===== src/rtl/fpu_seq_pkg.sv =====
// Shared types and constants for the FP adder op sequencer.
//   fpu_mode_e   : caller operation codes (ADD, SUB); other codes are illegal
//   EXC_*        : exception codes returned on Res_exc
//   seq_state_e  : sequencer FSM states
package fpu_seq_pkg;

  typedef enum logic [2:0] {
    FPU_ADD = 3'b000,
    FPU_SUB = 3'b001
  } fpu_mode_e;

  localparam logic [2:0] EXC_NONE      = 3'b000;
  localparam logic [2:0] EXC_UNDERFLOW = 3'b001;
  localparam logic [2:0] EXC_OVERFLOW  = 3'b010;
  localparam logic [2:0] EXC_ILLEGAL   = 3'b100;
  localparam logic [2:0] EXC_TIMEOUT   = 3'b111;

  typedef enum logic [1:0] {
    S_IDLE,
    S_ISSUE,
    S_WAIT,
    S_RESP
  } seq_state_e;

endpackage


===== src/rtl/fpu_seq_fifo.sv =====
// Synchronous request FIFO for the op sequencer.
// Ports:
//   i_clk, i_rst_n : clock, synchronous active-low reset
//   i_push, i_wdata: write one entry (caller guarantees not full unless popping)
//   i_pop, o_rdata : o_rdata is the current head; i_pop retires it
//   o_full, o_empty: occupancy flags derived from a separate count
module fpu_seq_fifo #(
  parameter int unsigned DATA_W = 8,
  parameter int unsigned DEPTH  = 4
) (
  input  logic              i_clk,
  input  logic              i_rst_n,
  input  logic              i_push,
  input  logic [DATA_W-1:0] i_wdata,
  input  logic              i_pop,
  output logic [DATA_W-1:0] o_rdata,
  output logic              o_full,
  output logic              o_empty
);

  localparam int unsigned PTR_W = (DEPTH > 1) ? $clog2(DEPTH) : 1;

  logic [DATA_W-1:0] r_mem [DEPTH];
  logic [PTR_W-1:0]  r_wr_ptr;
  logic [PTR_W-1:0]  r_rd_ptr;
  logic [PTR_W:0]    r_count;

  always_ff @(posedge i_clk) begin
    if (i_push) r_mem[r_wr_ptr] <= i_wdata;
  end

  // Pointers wrap naturally because DEPTH is a power of two.
  always_ff @(posedge i_clk) begin
    if (!i_rst_n) begin
      r_wr_ptr <= '0;
      r_rd_ptr <= '0;
      r_count  <= '0;
    end else begin
      if (i_push) r_wr_ptr <= r_wr_ptr + 1'b1;
      if (i_pop)  r_rd_ptr <= r_rd_ptr + 1'b1;
      if (i_push && !i_pop)      r_count <= r_count + 1'b1;
      else if (!i_push && i_pop) r_count <= r_count - 1'b1;
    end
  end

  assign o_rdata = r_mem[r_rd_ptr];
  assign o_full  = (r_count == (PTR_W+1)'(DEPTH));
  assign o_empty = (r_count == '0);

endmodule


===== src/rtl/fpu_add_op_sequencer.sv =====
// Front end of the FP adder controller: buffers add/sub requests, issues them one
// at a time on the controller's Datain/Data_valid interface, and returns the
// result, exception code and tag on a valid/ready port. SUB is sent as ADD with
// operand B's sign inverted; illegal modes are answered locally with EXC_ILLEGAL.
// Ports:
//   CLK, RSTn                     : clock, synchronous active-low reset
//   Op_valid/Op_ready/Op_a/Op_b/Op_mode/Op_tag : request port
//   Res_valid/Res_ready/Res_data/Res_exc/Res_tag : result port
//   Add_Datain1/2, Add_Data_valid, Add_Mode      : to adder controller
//   Add_Dataout, Add_Dataout_valid, Add_Exc      : from adder controller
// Optional feature: define FPU_SEQ_TIMEOUT_EN to enable a TIMEOUT-cycle watchdog
// in S_WAIT that answers with EXC_TIMEOUT.
module fpu_add_op_sequencer
  import fpu_seq_pkg::*;
#(
  parameter int unsigned FIFO_DEPTH = 4,
  parameter int unsigned TAG_W      = 4,
  parameter int unsigned TIMEOUT    = 64
) (
  input  logic             CLK,
  input  logic             RSTn,
  input  logic             Op_valid,
  output logic             Op_ready,
  input  logic [31:0]      Op_a,
  input  logic [31:0]      Op_b,
  input  logic [2:0]       Op_mode,
  input  logic [TAG_W-1:0] Op_tag,
  output logic             Res_valid,
  input  logic             Res_ready,
  output logic [31:0]      Res_data,
  output logic [2:0]       Res_exc,
  output logic [TAG_W-1:0] Res_tag,
  output logic [31:0]      Add_Datain1,
  output logic [31:0]      Add_Datain2,
  output logic             Add_Data_valid,
  output logic [2:0]       Add_Mode,
  input  logic [31:0]      Add_Dataout,
  input  logic             Add_Dataout_valid,
  input  logic [2:0]       Add_Exc
);

  if (FIFO_DEPTH < 2 || (FIFO_DEPTH & (FIFO_DEPTH - 1)) != 0 || TIMEOUT < 1) begin : g_bad_cfg
    $error("fpu_add_op_sequencer: FIFO_DEPTH must be a power of two >= 2 and TIMEOUT >= 1");
  end

  localparam int unsigned ENTRY_W = 3 + TAG_W + 64;

  seq_state_e r_state, w_state_nxt;

  logic               w_push, w_pop, w_full, w_empty;
  logic [ENTRY_W-1:0] w_head;
  logic [2:0]         w_h_mode;
  logic [TAG_W-1:0]   w_h_tag;
  logic [31:0]        w_h_a, w_h_b;
  logic               w_legal;
  logic               w_issue, w_capture, w_timeout, w_res_valid;

  logic [31:0]        r_din1, r_din2, r_res_data;
  logic [2:0]         r_res_exc;
  logic [TAG_W-1:0]   r_res_tag;

  fpu_seq_fifo #(
    .DATA_W (ENTRY_W),
    .DEPTH  (FIFO_DEPTH)
  ) u_fifo (
    .i_clk   (CLK),
    .i_rst_n (RSTn),
    .i_push  (w_push),
    .i_wdata ({Op_mode, Op_tag, Op_a, Op_b}),
    .i_pop   (w_pop),
    .o_rdata (w_head),
    .o_full  (w_full),
    .o_empty (w_empty)
  );

  assign {w_h_mode, w_h_tag, w_h_a, w_h_b} = w_head;
  assign w_legal = (w_h_mode == FPU_ADD) || (w_h_mode == FPU_SUB);

  // A pop in the same cycle frees a slot, so a full FIFO still accepts.
  assign Op_ready = !w_full || w_pop;
  assign w_push   = Op_valid && Op_ready;

`ifdef FPU_SEQ_TIMEOUT_EN
  localparam int unsigned CNT_W = $clog2(TIMEOUT + 1);
  logic [CNT_W-1:0] r_wait_cnt;

  always_ff @(posedge CLK) begin
    if (!RSTn)                  r_wait_cnt <= '0;
    else if (w_issue)           r_wait_cnt <= '0;
    else if (r_state == S_WAIT) r_wait_cnt <= r_wait_cnt + 1'b1;
  end
`endif

  always_ff @(posedge CLK) begin
    if (!RSTn) r_state <= S_IDLE;
    else       r_state <= w_state_nxt;
  end

  always_comb begin
    w_state_nxt = r_state;
    w_pop       = 1'b0;
    w_issue     = 1'b0;
    w_capture   = 1'b0;
    w_timeout   = 1'b0;
    w_res_valid = 1'b0;
    unique case (r_state)
      S_IDLE: begin
        if (!w_empty) begin
          w_pop       = 1'b1;
          w_state_nxt = w_legal ? S_ISSUE : S_RESP;
        end
      end
      S_ISSUE: begin
        w_issue     = 1'b1;
        w_state_nxt = S_WAIT;
      end
      S_WAIT: begin
        if (Add_Dataout_valid) begin
          w_capture   = 1'b1;
          w_state_nxt = S_RESP;
        end
`ifdef FPU_SEQ_TIMEOUT_EN
        else if (r_wait_cnt == CNT_W'(TIMEOUT - 1)) begin
          w_timeout   = 1'b1;
          w_state_nxt = S_RESP;
        end
`endif
      end
      S_RESP: begin
        w_res_valid = 1'b1;
        if (Res_ready) w_state_nxt = S_IDLE;
      end
      default: w_state_nxt = S_IDLE;
    endcase
  end

  // Operands are loaded at pop and simply held until the next pop, which keeps
  // them stable across S_ISSUE and S_WAIT. The tag is also latched at pop.
  always_ff @(posedge CLK) begin
    if (!RSTn) begin
      r_din1     <= '0;
      r_din2     <= '0;
      r_res_data <= '0;
      r_res_exc  <= '0;
      r_res_tag  <= '0;
    end else begin
      if (w_pop) begin
        r_res_tag <= w_h_tag;
        if (w_legal) begin
          r_din1 <= w_h_a;
          r_din2 <= {w_h_b[31] ^ (w_h_mode == FPU_SUB), w_h_b[30:0]};
        end else begin
          r_res_data <= '0;
          r_res_exc  <= EXC_ILLEGAL;
        end
      end
      if (w_capture) begin
        r_res_data <= Add_Dataout;
        r_res_exc  <= Add_Exc;
      end
      if (w_timeout) begin
        r_res_data <= '0;
        r_res_exc  <= EXC_TIMEOUT;
      end
    end
  end

  assign Add_Datain1    = r_din1;
  assign Add_Datain2    = r_din2;
  assign Add_Data_valid = w_issue;
  assign Add_Mode       = FPU_ADD;
  assign Res_valid      = w_res_valid;
  assign Res_data       = r_res_data;
  assign Res_exc        = r_res_exc;
  assign Res_tag        = r_res_tag;

endmodule


===== config.mk =====
export PLATFORM = sky130hd
export DESIGN_NAME = fpu_add_op_sequencer
export DESIGN_NICKNAME = d
export VERILOG_FILES = /design/src/rtl/fpu_seq_pkg.sv /design/src/rtl/fpu_seq_fifo.sv /design/src/rtl/fpu_add_op_sequencer.sv
export SDC_FILE = /design/constraint.sdc
export NUM_CORES = 1
export LEC_CHECK = 0
export CORE_ASPECT_RATIO = 1.25
export CORE_MARGIN = 3
export CORE_UTILIZATION = 55
export DETAILED_ROUTE_END_ITERATION = 12
export PLACE_DENSITY = 0.8
export SLEW_MARGIN = 15
export SYNTH_ARGS = -nofsm -noshare
export SYNTH_HDL_FRONTEND = slang
export SYNTH_HIERARCHICAL = 1
export SYNTH_SLANG_ARGS = --single-unit

===== constraint.sdc =====
create_clock -name CLK -period 9.38 [get_ports CLK]
set_clock_uncertainty 0.05 [all_clocks]
set_input_delay 1.876 -clock CLK [delete_from_list [all_inputs] [get_ports CLK]]
set_output_delay 1.876 -clock CLK [all_outputs]
set_load 0.01 [all_outputs]

=== Word-level counts from Yosys, hierarchy flattened ===
Memories as Yosys holds them, arrays and structs flattened. A register that Yosys moved wholly into a read port is not among the register bits.
Index checks and enable logic that the tools add are counted.

* Bits in registers: 112
* Bits in writable memories: 284
* Bits of input ports: 111
* Output and inout bits: 109
* Word-level logic and storage cells: 63
* Memories: 1

* Add/sub/neg operators: 4
* Eq/ne operators: 9
* Muxes and demuxes: 23
* Bitwise logic cells: 1
* Reduce and logical (&&, ||, !) cells: 16

{| class="wikitable"
|+ Memory list
! name !! words !! bits a word !! rd ports !! clocked after memory_dff !! wr ports !! RTL line !! source
|-
| u_fifo.r_mem || 4 || 71 || 1 || 1 || 1 || fpu_seq_fifo.sv:23 || <nowiki>logic [DATA_W-1:0] r_mem [DEPTH];</nowiki>
|}

{| class="wikitable"
|+ Operator list
! cell !! count
|-
| two-way mux 32 bit || 3
|-
| two-way mux 3 bit || 5
|-
| two-way mux 2 bit || 6
|-
| two-way mux 1 bit || 8
|-
| case mux 2 bit (4 select lines) || 1
|-
| logical NOT 3 bit || 2
|-
| != test 2 bit, second input constant || 3
|-
| adder 2 x 1 -> 2 bit, second input constant || 2
|-
| equality test 2 bit, second input constant || 2
|-
| AND reduction 2 bit || 2
|-
| nonzero test 2 bit || 2
|-
| adder 3 x 1 -> 3 bit, second input constant || 1
|-
| equality test 3 x 1 -> 1 bit, second input constant || 1
|-
| equality test 3 bit, second input constant || 1
|-
| logical AND 1 bit || 3
|-
| logical NOT 1 bit || 3
|-
| AND reduction 3 bit || 1
|-
| subtractor 3 x 1 -> 3 bit, second input constant || 1
|-
| equality test 2 x 1 -> 1 bit, second input constant || 1
|-
| logical NOT 2 bit || 1
|-
| logical OR 1 bit || 2
|-
| != test 2 x 1 -> 1 bit, second input constant || 1
|-
| bitwise XOR 1 bit || 1
|}

=== Depth between registers and ports, before layout ===
* Depth in word-level cells: 9
* Gate-level depth with buffers: 11
* Mapped depth without buffers: 11

=== Modules after synthesis ===
The synthesis kept the hierarchy.

{| class="wikitable"
|+ Modules (own cells, without submodules)
! module !! times used !! cells an instance !! area an instance (µm²)
|-
| fpu_seq_fifo || 1 || 414 || 10766.6
|-
| fpu_add_op_sequencer || 1 || 409 || 3693.5
|}

=== Worst setup path after synthesis ===
Ideal clock, no wire load.

* Kind: input-to-reg
* From: input Op_valid
* To: memory u_fifo/r_mem[0][0] (netlist bit), enable pin
* Library setup time: 0.437 ns
* Arrival: 3.798 ns
* Path slack: 5.096 ns
* Stages on the path: 2
* Path buffers: 0
* Cell sequence: and2_1 -> and2_1

* Word-level cells in the longest chain between the ends: 3

{| class="wikitable"
|+ RTL lines
! element !! RTL line !! source
|-
| start, declared || fpu_add_op_sequencer.sv:22 || <nowiki>input logic Op_valid,</nowiki>
|-
| logical AND 1 bit || fpu_add_op_sequencer.sv:81 || <nowiki>assign w_push = Op_valid && Op_ready;</nowiki>
|-
| two-way mux 1 bit || fpu_seq_fifo.sv:29 || <nowiki>if (i_push) r_mem[r_wr_ptr] <= i_wdata;</nowiki>
|-
| two-way mux 1 bit (not written as such) || fpu_seq_fifo.sv:29 ||
|-
| end, declared || fpu_seq_fifo.sv:23 ||
|}

Every way passes these cells.

=== Worst setup path after layout ===
* From: register u_fifo.r_count[1]
* To: output Op_ready

* Word-level cells in the longest chain between the ends: 4
* Elaborated cells between the ends (all ways): 6
* Those cells by class: eq/ne: 1; mux: 2; reduce/logical: 3

{| class="wikitable"
|+ RTL lines
! element !! RTL line !! source
|-
| start, declared || fpu_seq_fifo.sv:26 || <nowiki>logic [PTR_W:0] r_count;</nowiki>
|-
| start signal, assigned || fpu_seq_fifo.sv:41 || <nowiki>if (i_push && !i_pop) r_count <= r_count + 1'b1;</nowiki>
|-
| start signal, assigned || fpu_seq_fifo.sv:42 || <nowiki>else if (!i_push && i_pop) r_count <= r_count - 1'b1;</nowiki>
|-
| logical NOT 3 bit || fpu_seq_fifo.sv:48 || <nowiki>assign o_empty = (r_count == '0);</nowiki>
|-
| named net w_empty || fpu_add_op_sequencer.sv:50 || <nowiki>logic w_push, w_pop, w_full, w_empty;</nowiki>
|-
| two-way mux 1 bit || fpu_add_op_sequencer.sv:108 || <nowiki>if (!w_empty) begin</nowiki>
|-
| two-way mux 1 bit || fpu_add_op_sequencer.sv:106 || <nowiki>unique case (r_state)</nowiki>
|-
| logical OR 1 bit || fpu_add_op_sequencer.sv:80 || <nowiki>assign Op_ready = !w_full || w_pop;</nowiki>
|-
| end, declared || fpu_add_op_sequencer.sv:23 || <nowiki>output logic Op_ready,</nowiki>
|}

The timed path passes the listed nets, and every way through them passes these cells.

==> run summary <==
Pwr Density - 256 mW/mm^2
Max H-tree Level - 2
Antenna violations before repair - 2
Status - finished, final reports clean
Vias in the first global route - 8,237
Remaining DRCs - 0
HPWL after DPL - 17,100 um
Fin. Hold Viols - 0
Die Y - 187 um
Max-Cap Viols - 0
Commonest cells after routing, fill and taps aside - edfxtp_1 (284), clkdlybuf4s50_1 (216), nand2_1 (139), dfxtp_1 (112), mux4_2 (70)
Via count - 7,806
Clock Power Share - 31.7%
Gr ovfl total - 0
Worst path slowest cell - nor3_1
Setup TNS - 0 ns
Root Driver - clkbuf_16
I/O Buffers - 216
DR pass1 iterations - 4
Comb pwr share - 19.6%
Period utilization - 45.0%
Post-Syn Instances - 823
Ratio of cells with drive above 1 in the final layout - 13.6%
Leakage - 5.88 nW
Crit Path Category - register to output port
Syn Area/Cell - 17.6 um^2
Largest stage delay, worst path - 0.54 ns
Clk slew on worst S/H paths - 0.06 ns
#FFs+latches synth - 398
Placed Cells - 1,337
CTS tree - built
Post-route insts no fill - 1,406
FP Rows - 65
FILL cells - 1,701
Final WL - 29,300 um
Most common cell after layout, fill and taps aside - edfxtp_1
Worst EP arrival - 2.30 ns
CP Launch Type - register
Max IR drop VDD - 0.168 mV
Async set-reset flop share out of synthesis - 0%
Die area - 0.0283 mm^2
Ys Warns - 6
Routed vias/inst - 5.55
CTS Buffer Depth - 3
Relative slew slack - 25.6%
Placer Congestion - 0.710
RSZ-0062 raised after global routing - false
Setup Buffers After CTS - 0
DR WL/cell - 20.8 um
Area delta synth->final - 24.3%
Clk Latency, worst-skew pair - 0.52 ns
Sw power - 1.17 mW
Largest area contributor in the netlist - edfxtp_1
Post-synthesis sequential area ratio - 74.8%
NumNets Final - 1,164
Post-route minimum period - 4.22 ns
CP Capture Type - output port
Total track usage - 20.8%
Largest net degree at the start of global routing - 72
Horiz. Die Dim - 151 um
Netlist cell types - 38
Area contributors post-synth - edfxtp_1 (59%), dfxtp_1 (16%), mux4_2 (11%)
TritonCTS buffer count - 37
DRT iter0 DRCs - 411
Cell Chain, Critical Path - nor3_1, nand2b_2, nand2_1, clkdlybuf4s50_1
Synth Flop Type - edfxtp_1
Core Region - 0.0255 mm^2
Slew Viols, Final - 0
Cell Area, Synth - 0.0145 mm^2
Top-area cell type share of the netlist area - 59.0%
Initial core utilization - 56.6%
Least-Margin Pin Slew - 1.12 ns
Int Power - 3.43 mW
Hold WC Path Type - register to register
Post-CTS Resized - 0
Sw Ratio - 25.4%
Worst Path Max Fanout - 6
Post-route antenna net violation count - 0
F_max - 0.237 GHz
Sequential power share - 48.7%
EDFF count, synth - 284
IO Pins - 220
Finish-stage setup viols - 0
Clk sinks - 398
CP required - 7.45 ns
Hold buffers post-CTS - 0
First-pass GRT wire length - 45,400 um
-- power by group through the flow --
stage          registers [mW]  clock network [mW]  logic [mW]
2_1_floorplan            2.24                   0       0.619
3_3_place_gp             2.26                   0       0.890
3_5_place_dp             2.28                   0       0.904
4_1_cts                  2.25                1.49       0.915
5_1_grt                  2.26                1.56       0.980
6_report                 2.24                1.46       0.899
-- worst paths after layout --
kind         slack (ns)  cells after the start         startpoint              end
max                5.16                      4  u_fifo/r_count[1]         Op_ready
min                0.40                      2    Add_Datain1[18]  Add_Datain1[18]
max reg2reg        6.46                      4           register  Add_Datain2[16]
min reg2reg        0.40                      2    Add_Datain1[18]  Add_Datain1[18]
-- metal layers --
metal / wire length (um) / up-vias / track usage, %
met3: 1930 / 52 / 4.46
met4: 858 / 2 / 6.80
li1: - / 3560 / -
met2: 15300 / 250 / 36.0
met1: 11200 / 3942 / 26.0
met5: 10 / - / 0
-- cell type report --
cell class              instances  area, um^2  share of cell area, %
clock inverters                13         123                  0.682
multi-input cells             368        3270                   18.2
inverters                      12        45.0                  0.251
flip-flops and latches        398       10800                   60.2
diodes                          1        2.50                 0.0139
well taps                     335         419                   2.33
repair buffers                224        2220                   12.4
clock buffers                  55        1080                   5.99
-- metrics by stage --
stage | hold slack (ns) | power, mW | util (%) | setup slack (ns) | cell area [um^2]
finish | 0.402 | 4.60 | 70.4 | 5.16 | 18000
floorplan | 0.422 | 2.86 | - | 5.10 | 14500
CTS | 0.405 | 4.65 | 70.4 | 5.16 | 18000
global placement | 0.393 | 3.15 | 65.7 | 5.27 | 16800
global route | 0.426 | 4.80 | 70.4 | 5.08 | 18000
detailed placement | 0.396 | 3.18 | 65.7 | 5.23 | 16800
-- sequential cells by signal, summed over array words and instances (netlist names), named ones only --
name	count
u_fifo/r_mem	284
Add_Datain1	32
Add_Datain2	32
Res_data	32
Res_tag	4
Res_exc	3
u_fifo/r_count	3
r_state	2
u_fifo/r_rd_ptr	2
u_fifo/r_wr_ptr	2
-- logic make-up after synthesis --
group                    Yosys count  share of synthesized area (%)
buffers and inverters             59                           2.86
other                              1                         0.0259
multiplexers                      75                           11.4
flip-flops                       398                           74.8
XOR/XNOR                           6                          0.363
AO/OA/AOI/OAI                    111                           4.94
AND/OR/NAND/NOR                  161                           4.60
adder cells (fa/ha/maj)           12                           1.09
-- critical path: cells and delay by family (launching register included) --
| family | cells | cell delay, ns |
|---|---|---|
| and+or+nand+nor | 3 | 0.94 |
| buffers and inverters | 1 | 0.50 |
| DFF | 1 | 0.35 |
-- synth_stat cells, types with 8 or more instances --
cell type,count
dfxtp_1,114
a22o_1,34
and2_1,11
ha_1,11
mux4_2,70
clkbuf_1,12
a21oi_1,67
buf_4,8
inv_1,10
buf_2,14
edfxtp_1,284
nand2_1,139
Note: power is estimated with default switching activity, not from simulation.
